File: src/rtl/plab3_mem_l2reqarbiter.sv
// Two-port request arbiter in front of a blocking L2 cache.
// One transaction is in flight end to end. Request and response are each
// registered once. The message bits are passed through untouched.
module plab3_mem_l2reqarbiter #(
   parameter int unsigned p_opaque_nbits = 8,
   parameter int unsigned p_addr_nbits   = 32,
   parameter int unsigned p_data_nbits   = 128,
   localparam int unsigned LenNbits  = $clog2(p_data_nbits / 8),
   localparam int unsigned ReqNbits  = 3 + p_opaque_nbits + p_addr_nbits + LenNbits
                                       + p_data_nbits,
   localparam int unsigned RespNbits = 3 + p_opaque_nbits + 2 + LenNbits + p_data_nbits
) (
   input  logic                 clk,
   input  logic                 reset,

   input  logic [ReqNbits-1:0]  in0_req_msg,
   input  logic                 in0_req_val,
   output logic                 in0_req_rdy,
   output logic [RespNbits-1:0] in0_resp_msg,
   output logic                 in0_resp_val,
   input  logic                 in0_resp_rdy,

   input  logic [ReqNbits-1:0]  in1_req_msg,
   input  logic                 in1_req_val,
   output logic                 in1_req_rdy,
   output logic [RespNbits-1:0] in1_resp_msg,
   output logic                 in1_resp_val,
   input  logic                 in1_resp_rdy,

   output logic [ReqNbits-1:0]  out_req_msg,
   output logic                 out_req_val,
   input  logic                 out_req_rdy,
   input  logic [RespNbits-1:0] out_resp_msg,
   input  logic                 out_resp_val,
   output logic                 out_resp_rdy,

   output logic                 grant_id
);

   localparam logic [1:0] StIdle = 2'd0;
   localparam logic [1:0] StSend = 2'd1;
   localparam logic [1:0] StWait = 2'd2;
   localparam logic [1:0] StResp = 2'd3;

   logic [1:0]           state_q,    state_d;
   logic                 rr_ptr_q,   rr_ptr_d;
   logic                 grant_q,    grant_d;
   logic [ReqNbits-1:0]  req_buf_q,  req_buf_d;
   logic [RespNbits-1:0] resp_buf_q, resp_buf_d;

   logic any_val;
   logic winner;

   // Port chosen this cycle: round-robin pointer breaks ties, otherwise the lone valid port.
   always_comb begin
      any_val = in0_req_val | in1_req_val;
      if (in0_req_val && in1_req_val) begin
         winner = rr_ptr_q;
      end else begin
         winner = in1_req_val;
      end
   end

   // Next-state and handshake outputs for the four-phase transaction.
   always_comb begin
      state_d      = state_q;
      rr_ptr_d     = rr_ptr_q;
      grant_d      = grant_q;
      req_buf_d    = req_buf_q;
      resp_buf_d   = resp_buf_q;
      in0_req_rdy  = 1'b0;
      in1_req_rdy  = 1'b0;
      out_req_val  = 1'b0;
      out_resp_rdy = 1'b0;
      in0_resp_val = 1'b0;
      in1_resp_val = 1'b0;

      case (state_q)
         StIdle: begin
            if (any_val) begin
               in0_req_rdy = ~winner;
               in1_req_rdy = winner;
               req_buf_d   = winner ? in1_req_msg : in0_req_msg;
               grant_d     = winner;
               rr_ptr_d    = ~winner;
               state_d     = StSend;
            end
         end
         StSend: begin
            out_req_val = 1'b1;
            if (out_req_rdy) begin
               state_d = StWait;
            end
         end
         StWait: begin
            out_resp_rdy = 1'b1;
            if (out_resp_val) begin
               resp_buf_d = out_resp_msg;
               state_d    = StResp;
            end
         end
         StResp: begin
            in0_resp_val = ~grant_q;
            in1_resp_val = grant_q;
            // Return to idle only; a new request is taken on the following cycle.
            if (grant_q ? in1_resp_rdy : in0_resp_rdy) begin
               state_d = StIdle;
            end
         end
         default: begin
            state_d = StIdle;
         end
      endcase
   end

   // Response data is broadcast; only the valid is steered to the requester.
   always_comb begin
      in0_resp_msg = resp_buf_q;
      in1_resp_msg = resp_buf_q;
      out_req_msg  = req_buf_q;
      grant_id     = grant_q;
   end

   // State and buffers; reset drops any in-flight transaction immediately.
   always_ff @(posedge clk or posedge reset) begin
      if (reset) begin
         state_q    <= StIdle;
         rr_ptr_q   <= 1'b0;
         grant_q    <= 1'b0;
         req_buf_q  <= '0;
         resp_buf_q <= '0;
      end else begin
         state_q    <= state_d;
         rr_ptr_q   <= rr_ptr_d;
         grant_q    <= grant_d;
         req_buf_q  <= req_buf_d;
         resp_buf_q <= resp_buf_d;
      end
   end

endmodule

File: config.mk
export PLATFORM = sky130hd
export DESIGN_NAME = plab3_mem_l2reqarbiter
export DESIGN_NICKNAME = d
export VERILOG_FILES = /design/src/rtl/plab3_mem_l2reqarbiter.sv
export SDC_FILE = /design/constraint.sdc
export NUM_CORES = 1
export LEC_CHECK = 0
export BUFFER_PORTS_ARGS = -buffer_cell sky130_fd_sc_hd__buf_2
export CAP_MARGIN = 5
export CORE_AREA = 2 2 375 377
export CTS_CLUSTER_DIAMETER = 120
export DETAILED_ROUTE_END_ITERATION = 8
export DIE_AREA = 0 0 377 379
export RECOVER_POWER = 100
export SYNTH_ARGS = -nofsm -noshare
export SYNTH_HDL_FRONTEND = slang
export SYNTH_SLANG_ARGS = --single-unit
File: constraint.sdc
create_clock -name clk -period 10.3 [get_ports clk]
set_input_delay 0 -clock clk [delete_from_list [all_inputs] [get_ports clk]]
set_output_delay 0 -clock clk [all_outputs]
set_load 0.05 [all_outputs]
==> metrics.yaml, run 1 <==
status:
  status: "complete, but fails checks"
  violations: "capacitance limit, slew limit"
floorplan:
  initial_core_util_pct: 11.0
  dieArea_um2: 143000
  coreArea_um2: 139000
  die_height_um: 379
  num_rows: 137
  die_w_um: 377
  io_pins: 975
placement:
  dpl.hpwl_um: 91400
  gp_congestion: 0.897
  io_buffers: 974
  place_area_um2: 20800
  pre_cts_ws_ps: 7190
sta:
  min_period_over_period_pct: 65.0
  period_minus_slack_ps: 6690
  skew_ps: 31.8
  holdWs_ps: 19.8
  setup_tns_ps: 0
  worstMarginPinSlew_ps: 5990
  rsz0062_at_grt: "no"
  setup_viol: 0
  slew_viol_final: 700
  max_slew_margin_pct: -301
  timing.fmax_mhz: 149
  setup_slack_ps: 3610
  hold_viol: 0
synthesis:
  synthArstFlopShare_pct: 100
  netlist_area_um2: 15200
  synth_area_leader_cell: "dfrtp_1"
  synth_nets: 1983
  syn-instance-count: 1475
  seq_area_frac_synth_pct: 53.3
  synth_ff_type: "dfrtp_1"
  yosysTopAreaCellShare_pct: 53.3
  netlist_top_cells_area: "dfrtp_1 (53%), buf_4 (7.8%), a31oi_1 (7.2%), mux2_2 (6.7%), o21ai_0 (5.8%)"
  synth_edf_count: 0
  yosysUniqueCellTypes: 27
  synth-seq-cells: 324
  avgSynthCellArea_um2: 10.3
  synth_warnings: 0
global_routing:
  grt_pass1_vias: 16800
  grt-ovfl-total: 0
  gr-usage-all-layers_pct: 15.1
  antenna_found_initial: 38
  grt_max_degree: 129
  grt_pass1_wl_um: 146000
final_layout:
  nets: 3247
  layout_commonest_cell: "dlygate4sd3_1"
  final_area_um2: 26700
  final_cell_mix: "dlygate4sd3_1 (508), buf_2 (503), clkbuf_1 (484), dfrtp_1 (324)"
  layout-drive-gt1-share_pct: 24.3
  area_delta_synth_final_pct: 75.7
worst_setup_path:
  critical_path_class: "flip-flop to flip-flop"
  critPathTopFamily: "buffers and inverters"
  critPathMaxFanout: 127
  start_kind: "flip-flop"
  cp_data_arrival_time_ps: 7210
  required_ps: 10820
  reg2regPathDepth: 5
  r2r_end: "out_req_msg[34]"
  rrSetupSlack_ps: 3610
  max_stage_delay_ps: 3620
  cp.buffers_inverters: 2
  timing.rr.start: "rr_ptr_q"
  path_cells: "and2b_4 -> clkbuf_1 -> o21ai_0 -> a31oi_1 -> dlygate4sd3_1"
  crit_slowest_cell: "clkbuf_1"
  crit_path_end_kind: "flip-flop"
  crit_start: "rr_ptr_q"
job:
  maxCapViolCount: 8
routing:
  wl_per_cell_um: 24.7
  dr_total_vias: 17200
  drt-initial-drc-count: 1206
  drc_errors: 0
  drtPass1Iterations: 6
  drt_wl_total_um: 114000
  via_per_inst: 3.75
  ant_nets: 0
clock_tree:
  insertion_delay_ps: 630
  path_clk_slew_ps: 60
  cts_setup_buffers: 0
  cts-root-buf: "clkbuf_16"
  cts_max_path_buffers: 3
  cts.htree.levels: 2
  cts_sinks: 324
  cts_buffers: 43
  cts_tree: "done"
pwr:
  peakVddDrop_mv: 0.216
  powerDensity_nw_per_um2: 428
  leakage_nw: 10.8
hold_path:
  hold_path_depth: 4
  hold_class: "input port to flip-flop"
  hold_end: "state_q[0]"
  hp-start: "out_resp_val"
-- cell usage after synthesis, types with 2 or more instances --
cell	instances
dfrtp_1	324
a31oi_1	176
nor2_1	176
o21ai_0	176
nand3_1	175
buf_4	159
mux2_2	90
buf_2	73
mux2_1	56
clkbuf_1	41
ha_1	5
buf_1	3
inv_1	3
nor2b_1	3
a21oi_1	2
mux2i_1	2
-- what timing repair did --
item                      CTS  global route
hold buffers              508             0
hold endpoints to repair  438             0
resized for setup           0             0
-- cell families (layout without fill, tap and decap cells) --
family,Yosys count,in the layout,synth area share [%]
AND/OR/NAND/NOR,360,360,10.5
AO/OA/AOI/OAI,357,357,13.4
flip-flops,324,324,53.3
buffers and inverters,281,1576,11.5
multiplexers,148,148,10.9
adder cells (fa/ha/maj),5,5,0.411
other,0,21,0
-- registers in the layout (all words and copies together) (netlist names) --
name	flops
rr_ptr_q	1
out_req_msg	175
in0_resp_msg	145
grant_id	1
state_q	2
-- where the power goes --
part           internal [mW]  switching, mW
Combinational           1.68           5.61
Sequential              1.93          0.618
Clock                  0.939          0.644
Total                   4.55           6.87
-- area by class of cell --
type / instances / area, um^2
multi-input combinational: 870 / 5350
inverter: 4 / 21.3
timing repair buffer: 1496 / 9460
clock inverter: 16 / 238
sequential: 324 / 8110
antenna: 21 / 52.6
clock buffer: 60 / 1230
fill: 15500 / 112000
tap: 1807 / 2260
-- per-stage QoR --
step                      cells  utilization, %  power (mW)
final                      4598            19.2        11.4
after global routing       4586            19.2        11.9
after CTS                  4577            19.7        11.8
after detailed placement   3993            15.0        9.36
after global placement     3993            15.0        9.32
after floorplan            1475               -        7.25
-- per-layer routing --
| metal | vias up | GRT usage [%] | part of all wire, % | wire length, um |
|---|---|---|---|---|
| li1 | 7656 | - | - | - |
| met1 | 8334 | 18.3 | 39 | 44700 |
| met2 | 1085 | 25.3 | 47 | 53900 |
| met3 | 151 | 4.93 | 9.9 | 11300 |
| met4 | 10 | 4.15 | 3.3 | 3720 |
| met5 | - | 0 | 0.050 | 57 |
-- worst register-to-register path: cells and delay by family, from the launching register on --
kind / cells / cell delay, ps
AND/OR/NAND/NOR: 1 / 670
buffers and inverters: 2 / 4250
flip-flops: 1 / 400
AO/OA/AOI/OAI: 2 / 1290
-- how the worst max path moves through the flow --
stage                            end  slack (ps)  cells after the start
CTS                 out_req_msg[127]        6420                      7
global route         out_req_msg[34]        3300                      5
detailed placement   out_req_msg[39]        7190                      6
floorplan                   grant_id        1330                      1
global placement     out_req_msg[52]        7270                      6
finish               out_req_msg[34]        3610                      5
Power figures use the tool's default switching activity.
==> inputs of run 2 (changes only) <==
--- a/config.mk
+++ b/config.mk
@@ -5,12 +5,13 @@
 export SDC_FILE = /design/constraint.sdc
 export NUM_CORES = 1
 export LEC_CHECK = 0
+export ABC_AREA = 1
 export BUFFER_PORTS_ARGS = -buffer_cell sky130_fd_sc_hd__buf_2
 export CAP_MARGIN = 5
-export CORE_AREA = 2 2 375 377
+export CORE_AREA = 2 2 380 382
 export CTS_CLUSTER_DIAMETER = 120
 export DETAILED_ROUTE_END_ITERATION = 8
-export DIE_AREA = 0 0 377 379
+export DIE_AREA = 0 0 382 384
 export RECOVER_POWER = 100
 export SYNTH_ARGS = -nofsm -noshare
 export SYNTH_HDL_FRONTEND = slang
==> constraint.sdc (replaced) <==
create_clock -name clk -period 6 [get_ports clk]
set_input_delay 0 -clock clk [delete_from_list [all_inputs] [get_ports clk]]
set_output_delay 0 -clock clk [all_outputs]
set_load 0.05 [all_outputs]
==> run 2 against run 1 <==
Flip-flop and latch count unchanged. The flow still finishes with violations (capacitance limit, slew limit). Register-to-register slack got worse by 2100 ps. Final area increased by 5.7%. Routed wire length decreased by 8.4%. Count of clock-buffer cells in the layout decreased by 7. Highest routed layer unchanged. Sequential power increased by 68%. Via count increased by 6.1%. Sequential share of layout area decreased by 1.6 points. Die area increased by 2.7%. Hold slack improved by 130 ps. Synthesized cell count increased by 34%. Cell count increased by 14%.
==> metrics.yaml, run 2 <==
status:
  status: "complete, but fails checks"
  violations: "capacitance limit, slew limit"
final_layout:
  post-route-util_pct: 19.8
  final_cell_mix: "nand2_1 (711), dlygate4sd3_1 (510), buf_2 (502), clkbuf_1 (482), inv_1 (359)"
  largest_register_ff_count: 175
  final_area_um2: 28300
  layout-drive-gt1-share_pct: 22.3
  layout_commonest_cell: "nand2_1"
  nets: 3793
  area_delta_synth_final_pct: 72.6
routing:
  dr_wl_met2_um: 50400
  drc_errors: 0
  wl_per_cell_um: 19.9
  highest_layer: "met5"
  via_per_inst: 3.50
  ant_nets: 0
  drtPass1Iterations: 5
  dr_total_vias: 18300
  drt_wl_total_um: 104000
  wl_met1_um: 41200
  dr_wl_met3_um: 9120
  drt-initial-drc-count: 1129
clock_tree:
  cts_sinks: 324
  cts_setup_buffers: 0
  cts_tree: "done"
  cts_resized: 0
  cts_max_path_buffers: 3
  cts_buffers: 42
  cts.htree.levels: 2
  insertion_delay_ps: 630
  cts_hold_buf: 510
  path_clk_slew_ps: 60
  cts-root-buf: "clkbuf_16"
floorplan:
  dieArea_um2: 147000
  io_pins: 975
  initial_core_util_pct: 11.5
  die_height_um: 384
  coreArea_um2: 143000
  num_rows: 139
  die_w_um: 382
sta:
  timing.fmax_mhz: 221
  max_slew_margin_pct: -121
  hold_viol: 0
  holdWs_ps: 148
  min_period_over_period_pct: 75.4
  worstMarginPinSlew_ps: 3320
  rsz0062_at_grt: "no"
  period_minus_slack_ps: 4520
  setup_viol: 0
  slew_viol_final: 53
  setup_slack_ps: 1480
  setup_tns_ps: 0
  skew_ps: 34.0
synthesis:
  synth_area_leader_cell: "dfrtp_1"
  synth_nets: 2485
  netlist_top_cells_area: "dfrtp_1 (50%), nand2_1 (16%), mux2_2 (10%), inv_1 (8.3%), buf_4 (7.2%)"
  seq_area_frac_synth_pct: 49.5
  netlist_area_um2: 16400
  synth_commonest_cells: "nand2_1 (711), inv_1 (360), dfrtp_1 (324)"
  synth-seq-cells: 324
  yosysTopAreaCellShare_pct: 49.5
  synthArstFlopShare_pct: 100
  yosysUniqueCellTypes: 17
  avgSynthCellArea_um2: 8.28
  synth_edf_count: 0
  synth_most_common_cell: "nand2_1"
  syn-instance-count: 1977
  synth_warnings: 0
  synth_ff_type: "dfrtp_1"
placement:
  io_buffers: 974
  place_area_um2: 22300
  gp_congestion: 0.927
  dpl.hpwl_um: 83500
  pre_cts_ws_ps: 2770
worst_setup_path:
  critical_path_class: "flip-flop to flip-flop"
  start_kind: "flip-flop"
  cp_data_arrival_time_ps: 4990
  critPathMaxFanout: 94
  crit_path_end_kind: "flip-flop"
  required_ps: 6470
pwr:
  peakVddDrop_mv: 0.463
  powerDensity_nw_per_um2: 662
  leakage_nw: 13.9
hold_path:
  hold_class: "input port to flip-flop"
global_routing:
  grt-ovfl-total: 0
  gr-usage-all-layers_pct: 13.5
  grt_pass1_wl_um: 140000
  antenna_found_initial: 30
  grt_pass1_vias: 18200
  grt_max_degree: 125
job:
  maxCapViolCount: 3
## run 2: changes by cell type after synthesis, moves of 5 or more
cell and change:
mux2_1 -56, nand3_1 +5, nor2_1 -171, clkbuf_1 -31
mux2_2 +55, inv_1 +357, nand2_1 +710, a31oi_1 -176
o21ai_0 -176
## run 2: area by class of cell
type / instances / area, um^2
fill: 16000 / 115000
antenna: 13 / 32.5
clock buffer: 53 / 1130
clock inverter: 22 / 329
inverter: 364 / 1380
multi-input combinational: 1053 / 5380
sequential: 324 / 8110
tap: 1903 / 2380
timing repair buffer: 1500 / 9520
## run 2: kinds of logic after synthesis
group                      synth area share [%]
muxes                                      9.98
AOI/OAI and AO/OA                         0.183
DFF                                        49.5
adders and majority gates                 0.382
buffers and inverters                      17.9
and+or+nand+nor                            22.0
## run 2: path summary, 6_finish.rpt
kind,startpoint,end,slack (ps),cells after the start
max in group asynchronous,reset,out_req_msg[93],1900,6
worst max register to register,state_q[0],in0_resp_msg[132],1480,5
min in group asynchronous,reset,in0_resp_msg[48],820,4
worst min register to register,out_req_msg[173],out_req_msg[173],480,2
worst min-delay path,out_resp_msg[42],in0_resp_msg[42],150,3
worst max-delay path,state_q[0],in0_resp_msg[132],1480,5
## run 2: where the power goes
group	internal, mW	total (mW)	switching, mW
sequential	3.31	4.28	0.967
clock	1.62	2.72	1.10
combinational	2.36	11.7	9.34
## run 2: metrics by stage
stage | power (mW) | cells
CTS | 19.3 | 5219
detailed placement | 15.8 | 4634
finish | 18.7 | 5232
global placement | 15.7 | 4634
global route | 19.6 | 5222
floorplan | 12.5 | 1977
## run 2: metal layers
| layer | vias to the layer above | GRT usage, % |
|---|---|---|
| met1 | 8833 | 16.1 |
| met5 | - | 0 |
| met4 | 8 | 3.48 |
| li1 | 8401 | - |
| met3 | 170 | 4.09 |
| met2 | 879 | 23.6 |
## run 2: critical path, cell delays in order, from the launching register on
cell and delay [ps]:
dfrtp_1 410, inv_1 100, ha_1 310, nand2_8 480
clkbuf_1 2400, mux2_2 490
==> inputs of run 3 (changes only) <==
--- a/config.mk
+++ b/config.mk
@@ -8,10 +8,10 @@
 export ABC_AREA = 1
 export BUFFER_PORTS_ARGS = -buffer_cell sky130_fd_sc_hd__buf_2
 export CAP_MARGIN = 5
-export CORE_AREA = 2 2 380 382
+export CORE_AREA = 2 2 384 386
 export CTS_CLUSTER_DIAMETER = 120
 export DETAILED_ROUTE_END_ITERATION = 8
-export DIE_AREA = 0 0 382 384
+export DIE_AREA = 0 0 386 388
 export RECOVER_POWER = 100
 export SYNTH_ARGS = -nofsm -noshare
 export SYNTH_HDL_FRONTEND = slang
==> constraint.sdc (replaced) <==
create_clock -name clk -period 4.6 [get_ports clk]
set_input_delay 0 -clock clk [delete_from_list [all_inputs] [get_ports clk]]
set_output_delay 0 -clock clk [all_outputs]
set_load 0.05 [all_outputs]
==> run 3 against run 2 <==
The flow still finishes with violations (capacitance limit, slew limit). Sequential share of layout area hardly changed. Register-to-register slack worse by 120 ps. Clock skew is 2.1 ps lower. Hold slack better by 3.0 ps. First-iteration DRC count is 23% lower. Critical path type is now input port to asynchronous set/reset pin. Largest cell class unchanged. Largest power group unchanged.
==> metrics.yaml, run 3 (synthesized netlist as in run 2, its figures left out) <==
global_routing:
  grt-ovfl-total: 0
  grt_pass1_vias: 18400
  grt_pass1_wl_um: 140000
  gr-usage-all-layers_pct: 13.3
  grt_max_degree: 132
  antenna_found_initial: 23
clock_tree:
  cts_max_path_buffers: 3
  cts.htree.levels: 2
  cts_setup_buffers: 0
  insertion_delay_ps: 620
  cts-root-buf: "clkbuf_16"
  cts_tree: "done"
  cts_sinks: 324
  path_clk_slew_ps: 60
  cts_buffers: 42
final_layout:
  final_cell_mix: "nand2_1 (711), dlygate4sd3_1 (503), buf_2 (503), clkbuf_1 (480), inv_1 (359)"
  nets: 3782
  area_delta_synth_final_pct: 72.7
  largest_register_ff_count: 175
  fill_cells: 16300
  layout-drive-gt1-share_pct: 22.3
  layout_commonest_cell: "nand2_1"
sta:
  max_slew_margin_pct: -48.4
  timing.fmax_mhz: 307
  slew_viol_final: 412
  setup_slack_ps: 1340
  setup_tns_ps: 0
  holdWs_ps: 151
  worstMarginPinSlew_ps: 2230
  rsz0062_at_grt: "no"
  period_minus_slack_ps: 3260
  min_period_over_period_pct: 70.8
  setup_viol: 0
  skew_ps: 31.9
  hold_viol: 0
status:
  violations: "capacitance limit, slew limit"
  status: "complete, but fails checks"
floorplan:
  die_w_um: 386
  die_height_um: 388
  coreArea_um2: 145000
  initial_core_util_pct: 11.3
  dieArea_um2: 150000
  io_pins: 975
  num_rows: 140
placement:
  pre_cts_ws_ps: 1990
  dpl.hpwl_um: 83200
  gp_congestion: 0.951
  io_buffers: 974
routing:
  drc_errors: 0
  via_per_inst: 3.48
  dr_total_vias: 18200
  drtPass1Iterations: 5
  drt_wl_total_um: 104000
  wl_per_cell_um: 20.0
  ant_nets: 0
  drt-initial-drc-count: 867
worst_setup_path:
  cp_data_arrival_time_ps: 3490
  start_kind: "input port"
  required_ps: 4830
  crit_path_end_kind: "asynchronous set/reset pin"
  timing.rr.start: "state_q[0]"
  critical_path_class: "input port to asynchronous set/reset pin"
  crit_start: "reset"
  critPathMaxFanout: 131
hold_path:
  hold_class: "input port to flip-flop"
  hp-start: "out_resp_val"
pwr:
  powerDensity_nw_per_um2: 870
  leakage_nw: 13.9
  peakVddDrop_mv: 0.377
job:
  maxCapViolCount: 6
## run 3: layout make-up
| type | count | area (um^2) | area share (%) |
|---|---|---|---|
| well taps | 1917 | 2400 | 8.48 |
| inverters | 364 | 1380 | 4.86 |
| repair buffers | 1489 | 9450 | 33.4 |
| clock inverters | 22 | 390 | 1.38 |
| multi-input cells | 1053 | 5380 | 19.0 |
| clock buffers | 53 | 1140 | 4.04 |
| diodes | 13 | 32.5 | 0.115 |
| flip-flops and latches | 324 | 8110 | 28.7 |
## run 3: path summary, 6_finish.rpt
path                                endpoint  slack, ps  cells past startpoint
min in group asynchronous   in0_resp_msg[41]        310                      3
min                         in0_resp_msg[81]        150                      3
max in group clk           in0_resp_msg[137]       1360                      5
min reg2reg                  out_req_msg[30]        480                      2
max reg2reg                in0_resp_msg[137]       1360                      5
max                          out_req_msg[95]       1340                      4
## run 3: critical path, cell delays in order
cell	delay, ps
dlygate4sd3_1	540
buf_2	120
clkinvlp_2	870
clkbuf_4	1410
## run 3: stage by stage
stage	cell area (um^2)	power (mW)	cells	utilization, %
after floorplan	16400	16.3	1977	-
after global placement	22300	20.6	4644	15.4
after detailed placement	22300	20.7	4644	15.4
after CTS	28900	25.4	5222	19.9
after global routing	28200	25.8	5227	19.5
final	28300	24.6	5235	19.5
## run 3: report_power, final
part	switching [mW]	internal (mW)	leakage, nW
logic	12.3	3.08	9.25
registers	1.22	4.32	3.90
clock network	1.43	2.28	0.751
total	14.9	9.68	13.9
## run 3: what timing repair did
| action | in CTS | in global routing |
|---|---|---|
| setup endpoints to repair | 0 | 0 |
| hold buffers | 503 | 0 |
| endpoints found under the hold margin | 358 | 0 |
| resized for setup | 0 | 0 |
## run 3: per-layer routing
metal,GRT usage [%],vias to the layer above,part of all wire (%)
met5,0,-,0.015
met4,4.99,4,4.2
met3,4.56,167,9.5
met2,22.5,884,48
met1,15.3,8804,39
li1,-,8369,-
